--- src/rtl/psg_bus_sequencer.sv ---
// psg_bus_sequencer: shares the address latch of a TurboSound YM2149 pair
// between Z80 port strobes and a secondary register-write master. It turns
// both into BDIR/BC phases and puts the CPU's selected register back after
// every secondary write.
module psg_bus_sequencer #(
  parameter bit RESTORE_EN   = 1'b1,
  parameter bit DEFAULT_CHIP = 1'b0
) (
  input  logic       i_clk,
  input  logic       i_rst_n,
  input  logic       i_cpu_addr_wr,
  input  logic       i_cpu_data_wr,
  input  logic       i_cpu_rd,
  input  logic [7:0] i_cpu_di,
  output logic [7:0] o_cpu_do,
  output logic       o_cpu_wait,
  output logic       o_overrun,
  input  logic       i_seq_req,
  input  logic       i_seq_chip,
  input  logic [3:0] i_seq_reg,
  input  logic [7:0] i_seq_data,
  output logic       o_seq_ack,
  output logic [1:0] o_psg_bdir,
  output logic [1:0] o_psg_bc,
  output logic [7:0] o_psg_di,
  input  logic [7:0] i_psg_do0,
  input  logic [7:0] i_psg_do1,
  output logic       o_chip_sel
);

  typedef enum logic [2:0] {
    ST_IDLE,
    ST_CPU_ADDR,
    ST_CPU_DATA,
    ST_SEQ_ADDR,
    ST_SEQ_DATA,
    ST_SEQ_RESTORE,
    ST_SEQ_DONE
  } state_t;

  state_t r_state, w_state_nxt;

  logic       r_slotValid, r_slotIsAddr;
  logic [7:0] r_slotData;
  logic       r_overrun, r_chipSel, r_fair, r_seqBlock, r_seqChip;
  logic [7:0] r_shadow0, r_shadow1, r_seqData;
  logic [1:0] r_bdir, r_bc;
  logic [7:0] r_di;
  logic       r_ack, r_wait;

  logic       w_slotValid_nxt, w_slotIsAddr_nxt;
  logic [7:0] w_slotData_nxt;
  logic       w_overrun_nxt, w_chipSel_nxt, w_fair_nxt, w_seqBlock_nxt, w_seqChip_nxt;
  logic [7:0] w_shadow0_nxt, w_shadow1_nxt, w_seqData_nxt;
  logic [1:0] w_bdir_nxt, w_bc_nxt;
  logic [7:0] w_di_nxt;
  logic       w_ack_nxt, w_wait_nxt;

  // CPU work is an ordered list: held slot entry first, then ADDR, then DATA.
  // Only the first can execute; the next fits in the slot; a third is lost.
  logic       w_firstValid, w_firstIsAddr, w_secondValid, w_secondIsAddr, w_thirdValid;
  logic [7:0] w_firstData;
  logic       w_isIdle, w_seqEff, w_grantCpu, w_grantSeq, w_isSelect;
  logic [7:0] w_seqShadow;

  assign w_firstValid   = r_slotValid | i_cpu_addr_wr | i_cpu_data_wr;
  assign w_firstIsAddr  = r_slotValid ? r_slotIsAddr : i_cpu_addr_wr;
  assign w_firstData    = r_slotValid ? r_slotData : i_cpu_di;
  assign w_secondValid  = (r_slotValid & (i_cpu_addr_wr | i_cpu_data_wr)) |
                          (i_cpu_addr_wr & i_cpu_data_wr);
  assign w_secondIsAddr = r_slotValid & i_cpu_addr_wr;
  assign w_thirdValid   = r_slotValid & i_cpu_addr_wr & i_cpu_data_wr;

  assign w_isIdle    = (r_state == ST_IDLE);
  assign w_seqEff    = i_seq_req & ~r_seqBlock;
  assign w_grantCpu  = w_isIdle & w_firstValid & (~w_seqEff | ~r_fair);
  assign w_grantSeq  = w_isIdle & w_seqEff & ~w_grantCpu;
  assign w_isSelect  = w_firstIsAddr & (w_firstData[7:1] == 7'h7F);
  assign w_seqShadow = r_seqChip ? r_shadow1 : r_shadow0;

  // Read data is the only combinational output so the CPU sees it in-cycle.
  assign o_cpu_do = (w_isIdle && i_cpu_rd) ? (r_chipSel ? i_psg_do1 : i_psg_do0) : 8'hFF;

  assign o_cpu_wait = r_wait;
  assign o_overrun  = r_overrun;
  assign o_seq_ack  = r_ack;
  assign o_psg_bdir = r_bdir;
  assign o_psg_bc   = r_bc;
  assign o_psg_di   = r_di;
  assign o_chip_sel = r_chipSel;

  // Next state, slot bookkeeping and the bus phase to present next cycle.
  always_comb begin
    w_state_nxt      = r_state;
    w_slotValid_nxt  = w_grantCpu ? w_secondValid  : w_firstValid;
    w_slotIsAddr_nxt = w_grantCpu ? w_secondIsAddr : w_firstIsAddr;
    w_slotData_nxt   = w_grantCpu ? i_cpu_di       : w_firstData;
    w_overrun_nxt    = r_overrun | (w_grantCpu ? w_thirdValid : w_secondValid);
    w_chipSel_nxt    = r_chipSel;
    w_shadow0_nxt    = r_shadow0;
    w_shadow1_nxt    = r_shadow1;
    w_fair_nxt       = r_fair;
    w_seqBlock_nxt   = 1'b0;
    w_seqChip_nxt    = r_seqChip;
    w_seqData_nxt    = r_seqData;
    w_bdir_nxt       = 2'b00;
    w_bc_nxt         = 2'b00;
    w_di_nxt         = 8'h00;
    w_ack_nxt        = 1'b0;
    w_wait_nxt       = 1'b0;

    case (r_state)
      ST_IDLE: begin
        if (w_grantCpu) begin
          w_fair_nxt = 1'b1;
          if (w_isSelect) begin
            w_chipSel_nxt = ~w_firstData[0];
          end else if (w_firstIsAddr) begin
            if (r_chipSel) w_shadow1_nxt = w_firstData;
            else           w_shadow0_nxt = w_firstData;
            w_state_nxt           = ST_CPU_ADDR;
            w_bdir_nxt[r_chipSel] = 1'b1;
            w_bc_nxt[r_chipSel]   = 1'b1;
            w_di_nxt              = w_firstData;
          end else begin
            w_state_nxt           = ST_CPU_DATA;
            w_bdir_nxt[r_chipSel] = 1'b1;
            w_di_nxt              = w_firstData;
          end
        end else if (w_grantSeq) begin
          w_fair_nxt             = 1'b0;
          w_seqChip_nxt          = i_seq_chip;
          w_seqData_nxt          = i_seq_data;
          w_state_nxt            = ST_SEQ_ADDR;
          w_bdir_nxt[i_seq_chip] = 1'b1;
          w_bc_nxt[i_seq_chip]   = 1'b1;
          w_di_nxt               = {4'h0, i_seq_reg};
        end
      end
      ST_CPU_ADDR, ST_CPU_DATA: begin
        w_state_nxt = ST_IDLE;
      end
      ST_SEQ_ADDR: begin
        w_state_nxt           = ST_SEQ_DATA;
        w_bdir_nxt[r_seqChip] = 1'b1;
        w_di_nxt              = r_seqData;
      end
      ST_SEQ_DATA: begin
        if (RESTORE_EN) begin
          w_state_nxt           = ST_SEQ_RESTORE;
          w_bdir_nxt[r_seqChip] = 1'b1;
          w_bc_nxt[r_seqChip]   = 1'b1;
          w_di_nxt              = w_seqShadow;
        end else begin
          w_state_nxt = ST_SEQ_DONE;
          w_ack_nxt   = 1'b1;
        end
      end
      ST_SEQ_RESTORE: begin
        w_state_nxt = ST_SEQ_DONE;
        w_ack_nxt   = 1'b1;
      end
      ST_SEQ_DONE: begin
        w_state_nxt    = ST_IDLE;
        w_seqBlock_nxt = 1'b1;
      end
      default: begin
        w_state_nxt = ST_IDLE;
      end
    endcase

    if (w_state_nxt == ST_IDLE && i_cpu_rd) w_bc_nxt[w_chipSel_nxt] = 1'b1;
    w_wait_nxt = w_slotValid_nxt | (i_cpu_rd & (w_state_nxt != ST_IDLE));
  end

  // FSM state register.
  always_ff @(posedge i_clk or negedge i_rst_n) begin
    if (!i_rst_n) r_state <= ST_IDLE;
    else          r_state <= w_state_nxt;
  end

  // Registered outputs, pending slot, shadow addresses and arbitration flags.
  always_ff @(posedge i_clk or negedge i_rst_n) begin
    if (!i_rst_n) begin
      r_slotValid  <= 1'b0;
      r_slotIsAddr <= 1'b0;
      r_slotData   <= 8'h00;
      r_overrun    <= 1'b0;
      r_chipSel    <= DEFAULT_CHIP;
      r_shadow0    <= 8'h00;
      r_shadow1    <= 8'h00;
      r_fair       <= 1'b0;
      r_seqBlock   <= 1'b0;
      r_seqChip    <= 1'b0;
      r_seqData    <= 8'h00;
      r_bdir       <= 2'b00;
      r_bc         <= 2'b00;
      r_di         <= 8'h00;
      r_ack        <= 1'b0;
      r_wait       <= 1'b0;
    end else begin
      r_slotValid  <= w_slotValid_nxt;
      r_slotIsAddr <= w_slotIsAddr_nxt;
      r_slotData   <= w_slotData_nxt;
      r_overrun    <= w_overrun_nxt;
      r_chipSel    <= w_chipSel_nxt;
      r_shadow0    <= w_shadow0_nxt;
      r_shadow1    <= w_shadow1_nxt;
      r_fair       <= w_fair_nxt;
      r_seqBlock   <= w_seqBlock_nxt;
      r_seqChip    <= w_seqChip_nxt;
      r_seqData    <= w_seqData_nxt;
      r_bdir       <= w_bdir_nxt;
      r_bc         <= w_bc_nxt;
      r_di         <= w_di_nxt;
      r_ack        <= w_ack_nxt;
      r_wait       <= w_wait_nxt;
    end
  end

endmodule
--- config.mk ---
export PLATFORM = sky130hd
export DESIGN_NAME = psg_bus_sequencer
export DESIGN_NICKNAME = d
export VERILOG_FILES = /design/src/rtl/psg_bus_sequencer.sv
export SDC_FILE = /design/constraint.sdc
export NUM_CORES = 1
export LEC_CHECK = 0
export ABC_AREA = 1
export CORE_MARGIN = 2
export CORE_UTILIZATION = 28
export CTS_CLUSTER_SIZE = 40
export DETAILED_ROUTE_END_ITERATION = 6
export GPL_TIMING_DRIVEN = 0
export SLEW_MARGIN = 20
export SYNTH_ARGS = -nofsm -noshare
export SYNTH_HDL_FRONTEND = slang
export SYNTH_SLANG_ARGS = --single-unit
--- constraint.sdc ---
create_clock -name i_clk -period 1.75 [get_ports i_clk]
set_input_delay 0.175 -clock i_clk [delete_from_list [all_inputs] [get_ports i_clk]]
set_output_delay 0.175 -clock i_clk [all_outputs]
set_load 0.1 [all_outputs]
==> results.cfg, run 1 <==
[drt]
num_vias = 2595
ant_nets = 0
post_drt_wl_per_cell_um = 13.26
dr.pass1.iters = 4
drc = 0
drt_wl_total_um = 7599
drt_iter0_drc = 177
via_per_inst = 4.529

[outcome]
status = finished, violations left
violations = negative setup slack

[sta]
finalCritPeriodShare = 1.016
slew_viol_final = 0
fmax_mhz = 562.3
finClkSkew_ps = 5.868
rsz0062_at_grt = yes
setup_violations = 5
hold_slack_ps = 377.2
finalHoldViolCount = 0
maxSlewHeadroom = 0.3544
worst_pin_slew_ps = 972.3
finalCriticalPeriod_ps = 1778
fin_ws_ps = -28.42

[worst_setup_path]
setup.worst_path.end = r_shadow1[3]
arrival_ps = 1990
worstSetupPathType = flip-flop to flip-flop
cp_max_fo = 6
end_kind = flip-flop
r2r_end = r_shadow1[3]
r2r_cells = 12
worstPathRequired_ps = 1960
r2r_start = r_slotValid
crit_path_start_kind = flip-flop
ff2ff_setup_slack_ps = -30
critPathLaunch = r_slotValid

[placed_design]
io_buffers = 66
numPlacedInstances = 544
pre_cts_ws_ps = -921.6
hpwlAfterDp_um = 5410
place_congestion = 0.8172

[die]
start_util = 0.2844
die_area_mm2 = 0.01060
core_area_mm2 = 0.009639
die_h_um = 102.9
die_w_um = 102.9
row_count = 36
io_pins = 67

[power]
power.density_mw_per_mm2 = 1666
power.leakage_nw = 1.962
ir_worst_vdd_mv = 0.7250
clock_power_share = 0.108
power.internal_mw = 3.446
switching_power_mw = 3.575
share_comb_of_total_power = 0.604
seqPwrFrac = 0.289
swShare = 0.5092
total_power_mw = 7.021

[global_route]
grt_usage = 0.1405
grt_max_degree = 57
antenna_found_initial = 0
grt.overflow.total = 0
grt_first_pass_wirelength_um = 11680
grt_pass1_vias = 2485

[clock_network]
h-tree-depth = 2
cts_buffers = 5
cts_tree = yes
clock_path_buffers = 2
clock-sinks = 56
cts-root-buf = clkbuf_8
clkTransAtPathRegs_ps = 100
insertion_delay_ps = 310

[job]
max_cap_violations = 0

[logic_synthesis]
yosys-top-cells-area = dfrtp_1 51%, nand2_1 19%, o21ai_0 4.6%
yosys_warnings = 0
synthCells = 344
ys_seq_elements = 56
ys_types = 30
yosys.area.top_type = dfrtp_1
syn_nets = 387
synth.avg_cell_area_um2 = 7.969
mappedNetlistArea_mm2 = 0.002741
netlist.area_leader.share = 0.5112
seq_area_frac_synth = 0.5112

[cells_and_area]
drive_above_1_share = 0.2909
nets = 482
antenna_cells = 0
postLayoutCoreUtil = 0.4370
area_delta_synth_final_pct = 53.67
stdcell_count = 573

[hold_path]
hp-class = input port to flip-flop
## cells in the final DEF (no fill, tap or decap), types with 7 or more instances in the layout
| master | instances |
|---|---|
| nor2_4 | 12 |
| nand3_2 | 13 |
| nand2_1 | 118 |
| o21ai_1 | 8 |
| buf_6 | 8 |
| o21ai_2 | 9 |
| nand2_4 | 12 |
| dfrtp_1 | 54 |
| clkdlybuf4s50_1 | 41 |
| dlygate4sd2_1 | 14 |
| o21ai_0 | 23 |
| buf_4 | 17 |
| inv_1 | 25 |
| nor2_1 | 7 |
| nand2_2 | 16 |
## synth_stat cells, drive strengths merged
cell type	count
inv	32
clkbuf	3
clkinv	2
nor3	3
a21o	1
buf	5
nand4	6
nand2	147
o21bai	1
nand3	19
o22ai	1
mux2i	1
a21oi	1
nor2	22
o21ai	41
dfrtp	56
o2111ai	2
o21a	1
## cell type report
cell class | count | area (um2)
Buffer | 8 | 67.56
Fill cell | 1006 | 5426
Clock inverter | 2 | 15.01
Sequential cell | 56 | 1406
Multi-Input combinational cell | 246 | 1433
Timing Repair Buffer | 88 | 903.4
Clock buffer | 6 | 82.58
Tap cell | 133 | 166.4
Inverter | 34 | 138.9
## critical path, stage by stage (launching register included)
cell	delay (ps)
dfrtp_2	500
buf_6	170
nand2_2	60
nand2_2	80
nand2_2	100
nor2_4	50
nand2_4	100
nand2_4	70
nor3_4	200
inv_2	100
buf_8	150
nand2_4	50
o21ai_2	50
## metrics by stage
stage | TNS [ps] | instance area, um2
floorplan | -667.3 | 2785
global placement | -90800 | 3612
detailed placement | -17420 | 3637
CTS | -525.3 | 3807
global route | -981.9 | 4213
finish | -104.5 | 4213
## sequential cells by signal, summed over array words and instances, names as in the netlist, 2 cells and up
name and flops:
o_psg_bc 2, o_psg_bdir 2, o_psg_di 8, r_seqData 8, r_shadow0 8, r_shadow1 8
r_slotData 8, r_state 3
## how the worst min path moves through the flow
| stage | from | endpoint | cells after the start |
|---|---|---|---|
| final | i_seq_data[5] | r_seqData[5] | 3 |
| after global routing | i_seq_data[0] | r_seqData[0] | 3 |
| after CTS | i_seq_data[5] | r_seqData[5] | 3 |
| after detailed placement | i_rst_n | o_overrun | 2 |
| after global placement | o_overrun | o_overrun | 1 |
| after floorplan | i_rst_n | o_cpu_wait | 0 |
## cells by family (layout without fill, tap and decap cells)
logic type      Yosys count  count (layout)  synth area share
compound gates           48              48            0.1077
buf+inv                  42             138           0.06663
flops                    56              56            0.5112
mux                       1               1          0.003651
simple gates            197             197            0.3108
## timing repair
action	4_1_cts	5_1_grt
gates cloned	0	2
buffers inserted	3	15
resized for setup	92	65
hold buffers	1	0
pin swaps	2	26
endpoints found under the setup margin	64	53
endpoints found under the hold margin	56	0
## routing by layer
metal / vias to the layer above / GRT usage / part of all wire
met5: - / 0 / 0
met4: 0 / 0.03138 / 0.013
met3: 9 / 0.03390 / 0.063
met2: 65 / 0.2542 / 0.51
met1: 1231 / 0.1688 / 0.41
li1: 1290 / - / -
## power by group through the flow
stage	combinational (mW)	sequential, mW	clock, mW
6_report	4.24	2.03	0.757
5_1_grt	4.59	2.08	0.835
4_1_cts	3.58	1.99	0.783
3_5_place_dp	3.50	2.02	0
3_3_place_gp	3.46	2.01	0
2_1_floorplan	1.77	2.81	0
(Power assumes the default switching activity.)
==> run 2, diff against run 1 <==
- CORE_MARGIN: 2 -> 5
- PLACE_DENSITY: not set -> 0.63
==> run 2 against run 1 <==
The flow now finishes without violations. Non-clock buffer count grew 7. Global-route usage shrank 0.35 points. Critical path depth shrank 1. Clock-buffer cell count is the same. Worst hold slack gained 11 ps. Largest power group unchanged. Highest routed layer unchanged.
==> results.cfg, run 2 (synthesized netlist as in run 1, its figures left out) <==
[worst_setup_path]
worstPathCellList = buf_12 -> o21a_4 -> nor2_4 -> nand2_4 -> nand2_4 -> nand2_1 -> nand2_1 -> nand2_2 -> nor2_4 -> nand3_2 -> nand2_2
r2r_end = o_psg_bc[0]
cp_max_fo = 8
critPathLaunch = r_slotValid
r2r_start = r_slotValid
cpMaxStageDelayCell = dfrtp_2
worstSetupPathType = flip-flop to flip-flop
crit_path_start_kind = flip-flop
r2r_cells = 11
ff2ff_setup_slack_ps = 6
end_kind = flip-flop
worstPathRequired_ps = 2010
max_stage_delay_ps = 490
arrival_ps = 2000

[sta]
finClkSkew_ps = 8.084
maxSlewHeadroom = 0.3566
finalCriticalPeriod_ps = 1744
finalCritPeriodShare = 0.9965
finalHoldViolCount = 0
setup_violations = 0
fmax_mhz = 573.4
slew_viol_final = 0
rsz0062_at_grt = yes
hold_slack_ps = 388.4
fin_ws_ps = 6.160
worst_pin_slew_ps = 968.9
fin_setup_tns_ps = 0

[global_route]
grt_pass1_vias = 2644
grt.overflow.total = 0
grt_usage = 0.1370
grt_max_degree = 57
antenna_found_initial = 0
grt_first_pass_wirelength_um = 12770

[clock_network]
h-tree-depth = 2
cts-root-buf = clkbuf_8
cts_tree = yes
clock-sinks = 56
insertion_delay_ps = 310
clkTransAtPathRegs_ps = 100
cts_buffers = 5
clock_path_buffers = 2

[drt]
wl_met3_um = 618
drt_iter0_drc = 123
dr.pass1.iters = 4
wl_met2_um = 4080
wl_met1_um = 3364
ant_nets = 0
post_drt_wl_per_cell_um = 14.09
via_per_inst = 4.604
top_layer = met4
drt_wl_total_um = 8157
num_vias = 2666
drc = 0

[die]
start_util = 0.2844
die_area_mm2 = 0.01187
io_pins = 67
row_count = 36
die_h_um = 108.9
core_area_mm2 = 0.009639
die_w_um = 108.9

[outcome]
status = completed

[cells_and_area]
area_delta_synth_final_pct = 56.23
antenna_cells = 0
final_area_mm2 = 0.004283
stdcell_count = 579
fill_cells = 979
nets = 489
multi_input_area_mm2 = 0.001489
layout_common_cells = 110 x nand2_1, 54 x dfrtp_1, 41 x clkdlybuf4s50_1, 27 x inv_1, 23 x buf_4
postLayoutCoreUtil = 0.4443
layout_commonest_cell = nand2_1
ff_latch_area_mm2 = 0.001406
drive_above_1_share = 0.3161

[power]
ir_worst_vdd_mv = 0.7487
total_power_mw = 7.216
power.leakage_nw = 1.987
share_comb_of_total_power = 0.621
swShare = 0.5088
seqPwrFrac = 0.283
clock_power_share = 0.096
power.density_mw_per_mm2 = 1685
switching_power_mw = 3.671
power.internal_mw = 3.544

[placed_design]
pre_cts_ws_ps = -948.8
hpwlAfterDp_um = 5617
place_congestion = 0.8504
placed_area_mm2 = 0.003610
io_buffers = 66
numPlacedInstances = 543

[hold_path]
min_from = i_seq_data[5]
min_to = r_seqData[5]
hp-class = input port to flip-flop
whs_path_depth = 3

[job]
max_cap_violations = 0
[run 2: changes by cell type in the layout (fill, tap and decap cells not counted), sizes merged]
cell	before	now
buf	34	40
clkbuf	10	11
clkinv	1	4
clkinvlp	3	0
inv	32	31
[run 2: cell type report]
| class | count | area share |
|---|---|---|
| multi-input cells | 246 | 0.3476 |
| flip-flops and latches | 56 | 0.3284 |
| repair buffers | 95 | 0.2162 |
| well taps | 133 | 0.03885 |
| inverters | 34 | 0.03301 |
| plain buffers | 8 | 0.01782 |
| clock buffers | 6 | 0.01694 |
| clock inverters | 1 | 0.001169 |
[run 2: critical path, delay by kind of cell, from the launching register on]
kind,cells,cell delay [ps]
AND/OR/NAND/NOR,9,800
buffers and inverters,1,180
flip-flops,1,490
AO/OA/AOI/OAI,1,220
[run 2: worst max-delay path by stage]
stage               depth (start not counted)     endpoint  slack (ps)
floorplan                                   4  o_cpu_do[0]         -80
global placement                            1   o_chip_sel       -1630
detailed placement                          5  o_cpu_do[7]        -950
CTS                                        10   o_cpu_wait          -8
global route                               11  o_psg_bc[0]         -80
finish                                     11  o_psg_bc[0]           6
[run 2: power by group through the flow]
| stage | combinational [mW] | sequential [mW] | clock (mW) |
|---|---|---|---|
| global placement | 3.45 | 2.01 | 0 |
| CTS | 3.78 | 2.00 | 0.713 |
| global route | 4.86 | 2.10 | 0.759 |
| floorplan | 1.77 | 2.81 | 0 |
| detailed placement | 3.50 | 2.03 | 0 |
| finish | 4.48 | 2.04 | 0.690 |
[run 2: repair_timing]
action	CTS	global route
pin swaps	11	27
endpoints found under the setup margin	61	54
hold buffers	1	0
setup buffers	14	12
resized for setup	94	84
gates cloned	0	2
endpoints found under the hold margin	56	0
[run 2: metal layers]
metal  GRT usage  up-vias
li1            -     1297
met4     0.03246        0
met3     0.03020       12
met1      0.1794     1277
met2      0.2303       80
met5           0        -
==> run 3, diff against run 2 <==
- DONT_BUFFER_PORTS: not set -> 1
- PLACE_DENSITY: 0.63 -> 0.54
==> run 3 against run 2 <==
The run now ends with negative setup slack left. Sequential cell count unchanged. Worst setup slack got worse by 39 ps. Critical path depth increased by 1. Combinational power shrank 30%. Largest power group unchanged. First-iteration DRC count is 8.9% higher. Largest cell class unchanged. Via count fell by 9.2%. Die area unchanged. Non-clock buffer count fell by 53. Power fell by 3.9%. Core utilization decreased by 4.4 points. Clock skew decreased by 0.76 ps.
==> results.cfg, run 3 (synthesized netlist as in run 1, its figures left out) <==
[outcome]
status = finished, violations left
violations = negative setup slack

[sta]
fmax_mhz = 560.8
finalCritPeriodShare = 1.019
slew_viol_final = 0
maxSlewHeadroom = 0.3847
finalCriticalPeriod_ps = 1783
fin_setup_tns_ps = -199.4
rsz0062_at_grt = yes
setup_violations = 13
finClkSkew_ps = 7.325
fin_ws_ps = -33.19
finalHoldViolCount = 0
hold_slack_ps = 19.02
worst_pin_slew_ps = 922.9

[power]
total_power_mw = 6.935
power.leakage_nw = 1.764
ir_worst_vdd_mv = 0.6799
power.density_mw_per_mm2 = 1796

[drt]
post_drt_wl_per_cell_um = 14.88
drc = 0
via_per_inst = 4.587
drt_iter0_drc = 134
num_vias = 2422
dr.pass1.iters = 4
drt_wl_total_um = 7859
ant_nets = 0

[global_route]
grt_pass1_vias = 2446
grt_max_degree = 57
grt_usage = 0.1318
grt_first_pass_wirelength_um = 12000
antenna_found_initial = 0
grt.overflow.total = 0

[cells_and_area]
layout_commonest_cell = nand2_1
layout_common_cells = 111 x nand2_1, 54 x dfrtp_1, 27 x inv_1, 20 x buf_4
final_area_mm2 = 0.003861
fill_cells = 1010
antenna_cells = 0
drive_above_1_share = 0.3291
postLayoutCoreUtil = 0.4006
stdcell_count = 528
nets = 437
area_delta_synth_final_pct = 40.85

[placed_design]
place_congestion = 0.7896
placed_area_mm2 = 0.002952
numPlacedInstances = 477
pre_cts_ws_ps = -335.3
hpwlAfterDp_um = 5390
io_buffers = 0

[clock_network]
insertion_delay_ps = 320
cts-root-buf = clkbuf_8
cts_tree = yes
clkTransAtPathRegs_ps = 110
clock-sinks = 56
cts_buffers = 5
clock_path_buffers = 2
h-tree-depth = 2

[job]
max_cap_violations = 0

[hold_path]
hp-class = input port to flip-flop
whs_path_depth = 2

[die]
die_h_um = 108.9
die_w_um = 108.9
die_area_mm2 = 0.01187
core_area_mm2 = 0.009639
start_util = 0.2844
row_count = 36
io_pins = 67

[worst_setup_path]
worstSetupPathType = flip-flop to flip-flop
ff2ff_setup_slack_ps = -30
worstPathRequired_ps = 1970
setup.worst_path.end = r_shadow1[3]
end_kind = flip-flop
r2r_end = r_shadow1[3]
arrival_ps = 2010
r2r_cells = 12
crit_path_start_kind = flip-flop
critPathLaunch = r_slotValid
cp_max_fo = 8
r2r_start = r_slotValid
## run 3: changes by cell type in the layout (fill, tap and decap cells not counted), moves of 3 or more
cell	delta
buf_4	-3
buf_6	-9
clkdlybuf4s50_1	-41
dlygate4sd2_1	-14
dlygate4sd3_1	+15
nand3_2	-7
nand3_4	+7
o21ai_0	-3
## run 3: cell type report
cell class	instances	area [um2]	share of cell area
multi-input cells	247	1515	0.3924
flip-flops and latches	56	1406	0.3642
repair buffers	42	425.4	0.1102
well taps	133	166.4	0.04310
inverters	34	147.6	0.03824
plain buffers	8	83.83	0.02171
clock buffers	5	68.82	0.01782
clock inverters	3	47.55	0.01231
## run 3: worst min-delay path by stage
stage | start | to
after global routing | i_cpu_di[0] | r_slotData[0]
after global placement | i_rst_n | r_seqData[5]
after CTS | i_seq_chip | r_seqChip
after floorplan | i_rst_n | o_cpu_wait
after detailed placement | i_rst_n | r_seqData[6]
final | i_seq_chip | r_seqChip
## run 3: critical path, stage by stage (launching register included)
cell and delay, ps:
dfrtp_2 500, buf_12 180, nand2_1 70, nand2_2 70
nand2_2 60, nor2_2 30, nand2_2 130, nand2_2 90
nor3_4 180, inv_2 110, buf_8 160, nand2_2 60
o21ai_2 40
## run 3: repair_timing
| action | 4_1_cts | 5_1_grt |
|---|---|---|
| hold endpoints to repair | 72 | 0 |
| endpoints found under the setup margin | 47 | 52 |
| gates resized for setup | 40 | 66 |
| buffers inserted | 10 | 13 |
| gates cloned | 1 | 2 |
| hold buffers | 17 | 0 |
| pin swaps | 12 | 17 |
## run 3: routing by layer
layer / wire length (um) / vias up / global-route usage
li1: - / 1199 / -
met4: 75 / 0 / 0.03517
met3: 538 / 8 / 0.03730
met1: 3295 / 1148 / 0.1592
met2: 3949 / 67 / 0.2294
met5: 0 / - / 0
## run 3: where the power goes
part | internal, mW | switching [mW] | leakage [nW] | total, mW
sequential | 1.78 | 1.13 | 0.697 | 2.91
combinational | 1.15 | 1.98 | 1.01 | 3.14
clock | 0.432 | 0.458 | 0.0583 | 0.890
